**config.mk**
```make
export PLATFORM = sky130hd
export DESIGN_NAME = trim_sort_ctrl_flat
export DESIGN_NICKNAME = d
export VERILOG_FILES = /design/src/rtl/trim_sort_ctrl_pkg.sv /design/src/rtl/trim_sort_ctrl_if.sv /design/src/rtl/trim_sort_ctrl.sv /design/src/flat_wrapper.sv
export SDC_FILE = /design/constraint.sdc
export NUM_CORES = 1
export LEC_CHECK = 0
export ABC_AREA = 1
export CELL_PAD_IN_SITES_DETAIL_PLACEMENT = 1
export CELL_PAD_IN_SITES_GLOBAL_PLACEMENT = 2
export CORE_UTILIZATION = 28
export DETAILED_ROUTE_END_ITERATION = 10
export GPL_TIMING_DRIVEN = 0
export PLACE_DENSITY_LB_ADDON = 0.1
export RECOVER_POWER = 100
export SYNTH_ARGS = -nofsm -noshare
export SYNTH_HDL_FRONTEND = slang
export SYNTH_SLANG_ARGS = --single-unit
```
**constraint.sdc**
```tcl
create_clock -name clk -period 9.45 [get_ports clk]
set_input_delay 1.89 -clock clk [delete_from_list [all_inputs] [get_ports clk]]
set_output_delay 1.89 -clock clk [all_outputs]
set_load 0.03 [all_outputs]
```
**src/rtl/trim_sort_ctrl_pkg.sv**
```systemverilog
// -----------------------------------------------------------------------------
// trim_sort_pkg
// Shared constants, state encoding and small helpers for the alpha-trimmed
// mean filter controller (trim_sort_ctrl) and its interface.
//   DN       pixels per 5x5 window
//   DW       pixel width
//   DW_SEQ   width of one sorter output index
//   AW       width of the per-side trim count input
//   SUM_W    accumulator width (DN * max pixel fits without overflow)
//   CNT_W    width of the retained-pixel count
// -----------------------------------------------------------------------------
package trim_sort_pkg;

    localparam int DN        = 25;
    localparam int DW        = 8;
    localparam int DW_SEQ    = $clog2(DN);
    localparam int AW        = $clog2(DN / 2 + 1);
    localparam int SUM_W     = DW + $clog2(DN + 1);
    localparam int CNT_W     = DW_SEQ + 1;
    // Largest trim that still leaves one pixel (the median) in the window.
    localparam int ALPHA_MAX = (DN - 1) / 2;

    typedef enum logic [5:0] {
        S_IDLE    = 6'b000001,
        S_LAUNCH  = 6'b000010,
        S_WAIT    = 6'b000100,
        S_CAPTURE = 6'b001000,
        S_ACCUM   = 6'b010000,
        S_OUTPUT  = 6'b100000
    } state_t;

    // Pixel at original position idx. Written as an explicit mux so an
    // out-of-range index from a misbehaving sorter yields 0, never X.
    function automatic logic [DW-1:0] pix_sel(input logic [DN*DW-1:0]   buffer,
                                              input logic [DW_SEQ-1:0] idx);
        logic [DW-1:0] p;
        p = '0;
        for (int i = 0; i < DN; i++) begin
            if (idx == DW_SEQ'(i)) begin
                p = buffer[i*DW +: DW];
            end
        end
        return p;
    endfunction

    // Trim count per side, limited so at least one pixel is retained.
    function automatic logic [DW_SEQ-1:0] clamp_alpha(input logic [AW-1:0] alpha);
        logic [DW_SEQ-1:0] a;
        if (alpha > AW'(ALPHA_MAX)) begin
            a = DW_SEQ'(ALPHA_MAX);
        end else begin
            a = DW_SEQ'(alpha);
        end
        return a;
    endfunction

endpackage

```
**src/rtl/trim_sort_ctrl_if.sv**
```systemverilog
// -----------------------------------------------------------------------------
// trim_sort_ctrl_if
// Bundles the window input handshake, the sorter launch/return path and the
// result handshake towards the divider stage.
//   master : the controller (drives win_ready, sort_sig, data_unsort, out_*,
//            err_timeout)
//   slave  : the surroundings (window source, sorter, divider)
// -----------------------------------------------------------------------------
interface trim_sort_ctrl_if;
    import trim_sort_pkg::*;

    logic                     win_valid;
    logic                     win_ready;
    logic [DW*DN-1:0]         win_data;
    logic [AW-1:0]            alpha;
    logic                     sort_sig;
    logic [DW*DN-1:0]         data_unsort;
    logic                     sort_finish;
    logic [DW_SEQ*DN-1:0]     sequence_sorted;
    logic                     out_valid;
    logic                     out_ready;
    logic [SUM_W-1:0]         out_sum;
    logic [CNT_W-1:0]         out_cnt;
    logic                     err_timeout;

    modport master (
        input  win_valid, win_data, alpha, sort_finish, sequence_sorted, out_ready,
        output win_ready, sort_sig, data_unsort, out_valid, out_sum, out_cnt, err_timeout
    );

    modport slave (
        output win_valid, win_data, alpha, sort_finish, sequence_sorted, out_ready,
        input  win_ready, sort_sig, data_unsort, out_valid, out_sum, out_cnt, err_timeout
    );

endinterface

```
**src/rtl/trim_sort_ctrl.sv**
```systemverilog
// -----------------------------------------------------------------------------
// trim_sort_ctrl
// Sequences one shared parallel_sort engine for the modified alpha-trimmed
// mean filter: accepts a window, launches the sort, captures the sorted index
// list, serially sums the middle DN-2*alpha_eff pixels and hands sum and
// count to the divider.
// Ports:
//   clk      clock
//   rst_n    asynchronous active-low reset (shared with the sorter)
//   bus      trim_sort_ctrl_if.master - window in, sorter link, result out
// Parameters:
//   TIMEOUT  cycles allowed from sort_sig to sort_finish
// -----------------------------------------------------------------------------
module trim_sort_ctrl
    import trim_sort_pkg::*;
#(
    parameter int TIMEOUT = 64
) (
    input  logic              clk,
    input  logic              rst_n,
    trim_sort_ctrl_if.master  bus
);

    localparam int TMO_W = $clog2(TIMEOUT + 1);

    state_t                 state_reg;
    logic [DW*DN-1:0]       win_buf_reg;
    logic [DW_SEQ*DN-1:0]   idx_buf_reg;
    logic [DW_SEQ-1:0]      alpha_eff_reg;
    logic [DW_SEQ-1:0]      k_reg;
    logic [DW_SEQ-1:0]      k_last_reg;
    logic [CNT_W-1:0]       cnt_reg;
    logic [SUM_W-1:0]       acc_reg;
    logic [TMO_W-1:0]       tmo_reg;
    logic                   win_ready_reg;
    logic                   sort_sig_reg;
    logic                   out_valid_reg;
    logic [SUM_W-1:0]       out_sum_reg;
    logic [CNT_W-1:0]       out_cnt_reg;
    logic                   err_timeout_reg;

    logic [DW_SEQ-1:0]      alpha_in;
    logic [DW_SEQ-1:0]      idx_cur;
    logic [DW-1:0]          pix_cur;

    assign alpha_in = clamp_alpha(bus.alpha);
    // Original position of the k-th smallest pixel, then that pixel's value.
    assign idx_cur  = idx_buf_reg[int'(k_reg)*DW_SEQ +: DW_SEQ];
    assign pix_cur  = pix_sel(win_buf_reg, idx_cur);

    always_ff @(posedge clk or negedge rst_n) begin
        if (!rst_n) begin
            state_reg       <= S_IDLE;
            win_buf_reg     <= '0;
            idx_buf_reg     <= '0;
            alpha_eff_reg   <= '0;
            k_reg           <= '0;
            k_last_reg      <= '0;
            cnt_reg         <= '0;
            acc_reg         <= '0;
            tmo_reg         <= '0;
            win_ready_reg   <= 1'b0;
            sort_sig_reg    <= 1'b0;
            out_valid_reg   <= 1'b0;
            out_sum_reg     <= '0;
            out_cnt_reg     <= '0;
            err_timeout_reg <= 1'b0;
        end else begin
            // Single-cycle pulses.
            sort_sig_reg    <= 1'b0;
            err_timeout_reg <= 1'b0;

            unique case (state_reg)
                S_IDLE: begin
                    if (bus.win_valid && win_ready_reg) begin
                        win_buf_reg   <= bus.win_data;
                        alpha_eff_reg <= alpha_in;
                        k_last_reg    <= DW_SEQ'(DN - 1) - alpha_in;
                        cnt_reg       <= CNT_W'(DN) - {alpha_in, 1'b0};
                        win_ready_reg <= 1'b0;
                        sort_sig_reg  <= 1'b1;
                        state_reg     <= S_LAUNCH;
                    end else begin
                        // Also raises ready on the first clock after reset.
                        win_ready_reg <= 1'b1;
                    end
                end

                S_LAUNCH: begin
                    // sort_sig is high during this cycle; counting starts here.
                    tmo_reg   <= TMO_W'(1);
                    state_reg <= S_WAIT;
                end

                S_WAIT: begin
                    if (bus.sort_finish) begin
                        state_reg <= S_CAPTURE;
                    end else if (tmo_reg == TMO_W'(TIMEOUT - 1)) begin
                        // Pulse lands exactly TIMEOUT cycles after sort_sig.
                        err_timeout_reg <= 1'b1;
                        win_ready_reg   <= 1'b1;
                        state_reg       <= S_IDLE;
                    end else begin
                        tmo_reg <= tmo_reg + TMO_W'(1);
                    end
                end

                S_CAPTURE: begin
                    // The index list is only valid the cycle after sort_finish.
                    idx_buf_reg <= bus.sequence_sorted;
                    acc_reg     <= '0;
                    k_reg       <= alpha_eff_reg;
                    state_reg   <= S_ACCUM;
                end

                S_ACCUM: begin
                    if (k_reg == k_last_reg) begin
                        out_sum_reg   <= acc_reg + SUM_W'(pix_cur);
                        out_cnt_reg   <= cnt_reg;
                        out_valid_reg <= 1'b1;
                        state_reg     <= S_OUTPUT;
                    end else begin
                        acc_reg <= acc_reg + SUM_W'(pix_cur);
                        k_reg   <= k_reg + DW_SEQ'(1);
                    end
                end

                S_OUTPUT: begin
                    if (bus.out_ready) begin
                        out_valid_reg <= 1'b0;
                        win_ready_reg <= 1'b1;
                        state_reg     <= S_IDLE;
                    end
                end

                default: begin
                    // Illegal one-hot code: drop whatever was in flight.
                    out_valid_reg <= 1'b0;
                    win_ready_reg <= 1'b0;
                    state_reg     <= S_IDLE;
                end
            endcase
        end
    end

    assign bus.win_ready   = win_ready_reg;
    assign bus.sort_sig    = sort_sig_reg;
    assign bus.data_unsort = win_buf_reg;
    assign bus.out_valid   = out_valid_reg;
    assign bus.out_sum     = out_sum_reg;
    assign bus.out_cnt     = out_cnt_reg;
    assign bus.err_timeout = err_timeout_reg;

endmodule

```
**src/flat_wrapper.sv**
```systemverilog
// flat-port wrapper written by rule: the top's interface ports become plain ports
module trim_sort_ctrl_flat import trim_sort_pkg::*;
#(
    parameter int TIMEOUT = 64
)
  (clk, rst_n, bus_win_valid, bus_win_data, bus_alpha, bus_sort_finish, bus_sequence_sorted, bus_out_ready, bus_win_ready, bus_sort_sig, bus_data_unsort, bus_out_valid, bus_out_sum, bus_out_cnt, bus_err_timeout);
  trim_sort_ctrl_if bus_i ();
  input  logic clk;
  input  logic rst_n;
  input wire logic [$bits(bus_i.win_valid)-1:0] bus_win_valid;
  input wire logic [$bits(bus_i.win_data)-1:0] bus_win_data;
  input wire logic [$bits(bus_i.alpha)-1:0] bus_alpha;
  input wire logic [$bits(bus_i.sort_finish)-1:0] bus_sort_finish;
  input wire logic [$bits(bus_i.sequence_sorted)-1:0] bus_sequence_sorted;
  input wire logic [$bits(bus_i.out_ready)-1:0] bus_out_ready;
  output wire logic [$bits(bus_i.win_ready)-1:0] bus_win_ready;
  output wire logic [$bits(bus_i.sort_sig)-1:0] bus_sort_sig;
  output wire logic [$bits(bus_i.data_unsort)-1:0] bus_data_unsort;
  output wire logic [$bits(bus_i.out_valid)-1:0] bus_out_valid;
  output wire logic [$bits(bus_i.out_sum)-1:0] bus_out_sum;
  output wire logic [$bits(bus_i.out_cnt)-1:0] bus_out_cnt;
  output wire logic [$bits(bus_i.err_timeout)-1:0] bus_err_timeout;
  assign bus_i.win_valid = bus_win_valid;
  assign bus_i.win_data = bus_win_data;
  assign bus_i.alpha = bus_alpha;
  assign bus_i.sort_finish = bus_sort_finish;
  assign bus_i.sequence_sorted = bus_sequence_sorted;
  assign bus_i.out_ready = bus_out_ready;
  assign bus_win_ready = bus_i.win_ready;
  assign bus_sort_sig = bus_i.sort_sig;
  assign bus_data_unsort = bus_i.data_unsort;
  assign bus_out_valid = bus_i.out_valid;
  assign bus_out_sum = bus_i.out_sum;
  assign bus_out_cnt = bus_i.out_cnt;
  assign bus_err_timeout = bus_i.err_timeout;
  trim_sort_ctrl #(.TIMEOUT(TIMEOUT)) u_core (.clk(clk), .rst_n(rst_n), .bus(bus_i));
endmodule
```
# Yosys cells after proc, flatten, opt, wreduce, memory -nomap -nowiden
# Index checks and enable logic that the tools add are counted.
[totals]
register_bits = 395
inputBits = 334
out_inout_bits = 223
elab_cells = 130
[classes]
addsub = 5
mul = 1
order_cmp = 1
n_eq_ne = 40
n_shift = 1
mux = 52
n_bitwise = 2
reduce_logical = 13
[op_table]
columns = ["op", "n"]
rows = [
  ["two-way mux 8 bit", 25],
  ["indexed part select 125 x 32 -> 5 bit", 1],
  ["== test 5 bit (second input constant)", 9],
  ["== test 5 x 4 -> 1 bit (second input constant)", 8],
  ["one-hot mux 6 bit (6 select lines)", 1],
  ["two-way mux 6 bit", 5],
  ["one-hot mux 13 bit (2 select lines)", 1],
  ["== test 5 x 3 -> 1 bit (second input constant)", 4],
  ["two-way mux 7 bit", 2],
  ["one-hot mux 7 bit (2 select lines)", 1],
  ["adder 13 x 8 -> 13 bit", 1],
  ["two-way mux 13 bit", 1],
  ["two-way mux 1 bit", 11],
  ["== test 5 x 2 -> 1 bit (second input constant)", 2],
  ["one-hot mux 5 bit (2 select lines)", 1],
  ["multiplier 5 x 3 -> 8 bit (second input constant)", 1],
  ["!= test 2 bit (second input constant)", 4],
  ["AND reduction 4 bit", 2],
  ["adder 7 x 1 -> 7 bit (second input constant)", 1],
  ["== test 7 x 6 -> 1 bit (second input constant)", 1],
  ["== test 6 x 1 -> 1 bit (second input constant)", 1],
  ["== test 6 x 2 -> 1 bit (second input constant)", 1],
  ["== test 6 x 3 -> 1 bit (second input constant)", 1],
  ["== test 6 x 4 -> 1 bit (second input constant)", 1],
  ["22 further kinds", 29],
]

# Depth between registers and ports, before layout
[depth]
ltp_word = 31
depth_mapped = 43
depth_no_buf = 40

# Least setup slack after synthesis
# Ideal clock, no wire load.
[synth_path]
path_type = "flip-flop to flip-flop"
startpoint = "register u_core.k_reg[0]"
endpoint = "register u_core.acc_reg[12]"
setup_time_ps = 83
arrival_ps = 4482
t_required_ps = 9367
slack_ps = 4885
stages_incl_launch_ff = 42
path_buffers = 3
synth_period_minus_slack_ps = 4565
cell_sequence = "dfrtp_1 > buf_6 > buf_6 > buf_6 > nor2_1 > nor2_1 > o21ai_0 > nand3_1 > nand3_1 > nand2_1 > nand2_2 > nand3_2 > nor2_2 > nand2_1 > nand2_1 > a21oi_1 > nand4_1 > o21ai_1 > (+6 left out) > nand3_1 > nand2_1 > nand3_1 > nand2_1 > nand4_1 > ha_1 > inv_1 > fa_1 > o21ai_0 > a21oi_1 > inv_1 > a21oi_1 > o21ai_0 > nand4_1 > nor2_1 > xor2_1 > inv_1 > o21ai_0"
[synth_between]
elab_chain_cells = 31
word_cells_on_any_way = 58
classes_between = "add/sub (1); mul (1); eq/ne (26); shift (1); mux (27); reduce/logical (2)"
[synth_lines]
columns = ["element", "line_no", "rtl"]
rows = [
  ["start, declared", "trim_sort_ctrl.sv:30", "logic [DW_SEQ-1:0] k_reg;"],
  ["start signal, assigned", "trim_sort_ctrl.sv:112", "k_reg <= alpha_eff_reg;"],
  ["start signal, assigned", "trim_sort_ctrl.sv:124", "k_reg <= k_reg + DW_SEQ'(1);"],
  ["multiplier 5 x 3 -> 8 bit", "trim_sort_ctrl.sv:48", "assign idx_cur = idx_buf_reg[int'(k_reg)*DW_SEQ +: DW_SEQ];"],
  ["indexed part select 125 x 32 -> 5 bit", "trim_sort_ctrl.sv:48", ""],
  ["zero test 5 bit", "trim_sort_ctrl_pkg.sv:39", "if (idx == DW_SEQ'(i)) begin"],
  ["two-way mux 8 bit (25 in a row)", "trim_sort_ctrl_pkg.sv:39", ""],
  ["adder 13 x 8 -> 13 bit", "trim_sort_ctrl.sv:123", "acc_reg <= acc_reg + SUM_W'(pix_cur);"],
  ["two-way mux 13 bit", "trim_sort_ctrl.sv:117", "if (k_reg == k_last_reg) begin"],
  ["one-hot mux 13 bit (2 select lines)", "trim_sort_ctrl.sv:73", "unique case (state_reg)"],
  ["end signal, assigned", "trim_sort_ctrl.sv:123", ""],
  ["end, declared", "trim_sort_ctrl.sv:33", "logic [SUM_W-1:0] acc_reg;"],
]
# Several ways; a longest one is shown, not always the timed one. The select of a mux whose other input is x is not followed.
# A chain may end at the register's enable or synchronous reset.

# Worst setup path after layout
[layout_path]
startpoint = "register u_core.k_reg[1]"
endpoint = "register u_core.acc_reg[12]"
# The elaborated chain is that of the path after synthesis.

==> metrics.md <==
| Metric | Value |
|---|---|
| Status | complete, but fails checks |
| Failing checks | capacitance limit, slew limit |
| First-pass GRT wire length | 127 mm |
| Cts bufs inserted | 48 |
| Placed cells | 3,821 |
| CORE AREA | 0.0646 sq mm |
| Final Setup Violations | 0 |
| NumNets Final | 3,362 |
| Final WS setup | 1.68 ns |
| Post-synthesis async set-or-reset flop share | 1.00 |
| Top FF cell, synth | dfrtp_1 |
| Die Wd | 258 um |
| DR vias/cell | 4.67 |
| Sequential area share after synthesis | 0.534 |
| Worst R2R Start | u_core.k_reg[1] |
| Max-cap violations | 2 |
| Warnings from Yosys | 0 |
| Total Power | 8190 uW |
| Vias | 18,300 |
| Clk sinks | 391 |
| CP top delay family | simple AND/OR/NAND/NOR gates |
| H-tree depth | 2 |
| Cell mode on critical path | nand2_1 |
| Die height | 258 um |
| WP buf/inv | 5 |
| Area delta synth->final | 45.6% |
| Dpl ws | 2.56 ns |
| Final ANT Viol Nets | 0 |
| Worst EP arrival | 8.27 ns |
| Critical Path Slowest Stage Cell | clkbuf_1 |
| Unrepaired setup endpoints after global routing | no |
| Starting Density | 0.284 |
| Drt wl/cell | 21.8 um |
| Initial antenna violation count | 17 |
| Final cell utilization of the core | 0.413 |
| Synth area leaders | dfrtp_1 53%, nand2_1 24%, o21ai_0 4.1%, inv_1 3.3%, nor2_1 3.2% |
| Vias in the first global route | 19,800 |
| Slew Viols, Final | 90 |
| Yosys reg bits | 391 |
| Mapped Cells | 2,407 |
| Root buffer cell | clkbuf_16 |
| Iteration-0 DRC Markers | 911 |
| Clock transition at path regs | 0.06 ns |
| DRC violations left | 0 |
| Clock Latency Late Sink | 0.59 ns |
| Syn Area/Cell | 7.62 sq um |
| Fin crit share | 0.822 |
| Worst Max-Slew Pin Slew | 5.17 ns |
| CP max stage delay | 0.69 ns |
| CTS Hold Bufs | 0 |
| Fillers | 7,793 |
| Top cell type by total area after synthesis | dfrtp_1 |
| Commonest non-fill, non-tap cell in the layout | nand2_1 |
| HP Start | u_core.cnt_reg[0] |
| Gp weighted congestion | 0.844 |
| Setup crit start kind | flop |
| Maximum VDD drop | 0.000195 V |
| Worst path required time | 9.95 ns |
| Worst Setup Path Type | flop to flop |
| Die area | 0.0665 sq mm |
| Post-Syn Nets | 2,753 |
| Clock skew | 0.0228 ns |
| CP Capture Type | flop |
| Number of distinct library cells after synthesis | 49 |
| Detailed Place HPWL | 67.6 mm |
| Final Non-Filler Cells | 3,914 |
| I/O Pins | 557 |
| Fraction of layout cells with a size suffix above 1 | 0.0442 |
| Slew headroom | -2.45 |
| Gr ovfl total | 0 |
| Commonest cells after routing, fill and taps aside | 1,164 x nand2_1, 390 x dfrtp_1, 330 x clkdlybuf4s50_1 |
| CTS resizes | 0 |
| Post-synth EDFFs | 0 |
| Tmin final | 7.77 ns |
| GRT Overall Usage | 0.256 |
| FMAX | 0.129 GHz |
| CTS tree | yes |
| Pwr dens | 307 mW/mm^2 |
| Drt first pass iters | 6 |
| Cell area after synthesis | 0.0183 sq mm |
| Leak | 0.0129 uW |
| Worst Path Max Fanout | 10 |
| Largest net degree at the start of global routing | 110 |
| Port buffer count | 556 |
| CP startpoint | u_core.k_reg[1] |
| Cell row count | 93 |
| Clock Path Buffers | 3 |
| WL final | 85.3 mm |
| Post-synth top area share | 0.532 |
| Post-CTS Setup Repair Bufs | 0 |
| Max reg flops | 200 |
| Worst Hold Class | flop to flop |
| Hold Fails Final Rpt | 0 |
## power breakdown
group          total [uW]  switching (uW)  internal, uW
clock network        1940             770          1170
logic                3560            2400          1150
registers            2690             481          2210
## synth_stat cells, types with 3 or more instances
library cell  number
nor3_1             7
nand2_2            6
nor2_4             3
nand4_1           41
inv_2              7
o21ai_0          149
o211ai_1           3
xnor2_1            6
nor2_1           154
nand3_1           74
o21ai_1            9
or2_0              5
clkbuf_1          84
xor2_1             8
ha_1              11
buf_6              8
dfrtp_1          390
buf_2              8
inv_1            159
nand2_1         1163
or2_2              8
buf_4              5
a21oi_1           53
nor2_2             7
o22ai_1            5
o221ai_1           3
nand3_2            3
## cell type report
class,instances,area (sq um),area share
Antenna cell,6,15.0,0.000563
Clock buffer,70,1420,0.0530
Multi-Input combinational cell,1741,7410,0.278
Timing Repair Buffer,559,5640,0.211
Inverter,169,637,0.0239
Clock inverter,17,228,0.00853
Buffer,106,483,0.0181
Sequential cell,391,9790,0.367
Tap cell,855,1070,0.0401
## per-layer routing
| metal | share of wire | GRT usage | vias to the layer above |
|---|---|---|---|
| met5 | 0.0016 | 0 | - |
| met4 | 0.023 | 0.0689 | 22 |
| met3 | 0.051 | 0.0481 | 117 |
| met2 | 0.51 | 0.452 | 420 |
| met1 | 0.42 | 0.316 | 9004 |
| li1 | - | - | 8727 |
## kinds of logic after synthesis
group / Yosys count / synth area share
buffers and inverters: 275 / 0.0613
AO/OA/AOI/OAI: 236 / 0.0683
adder cells (fa/ha/maj): 12 / 0.00860
AND/OR/NAND/NOR: 1479 / 0.321
flip-flops: 391 / 0.534
XOR/XNOR: 14 / 0.00669
## final timing paths
check | to | slack [ns] | cells after the start
setup reg to reg | u_core.acc_reg[12] | 1.68 | 39
hold reg to reg | u_core.cnt_reg[0] | 0.45 | 2
max in group asynchronous | u_core.bus.data_unsort[28] | 3.35 | 1
hold / removal | u_core.cnt_reg[0] | 0.45 | 2
setup / recovery | u_core.acc_reg[12] | 1.68 | 39
min in group asynchronous | u_core.idx_buf_reg[23] | 3.17 | 1
## worst min-delay path: stages, from the launching register on
cell	delay (ns)
dfrtp_1	0.32
inv_1	0.05
nand2_1	0.05
## through the flow
stage,hold WS (ns),TNS (ns),instance area (sq um)
6_report,0.451,0,26700
5_1_grt,0.490,0,26700
4_1_cts,0.455,0,26700
3_5_place_dp,0.439,0,25100
3_3_place_gp,0.433,-4577.00,25000
2_1_floorplan,0.420,0,18300
Note: power is estimated with default switching activity, not from simulation.
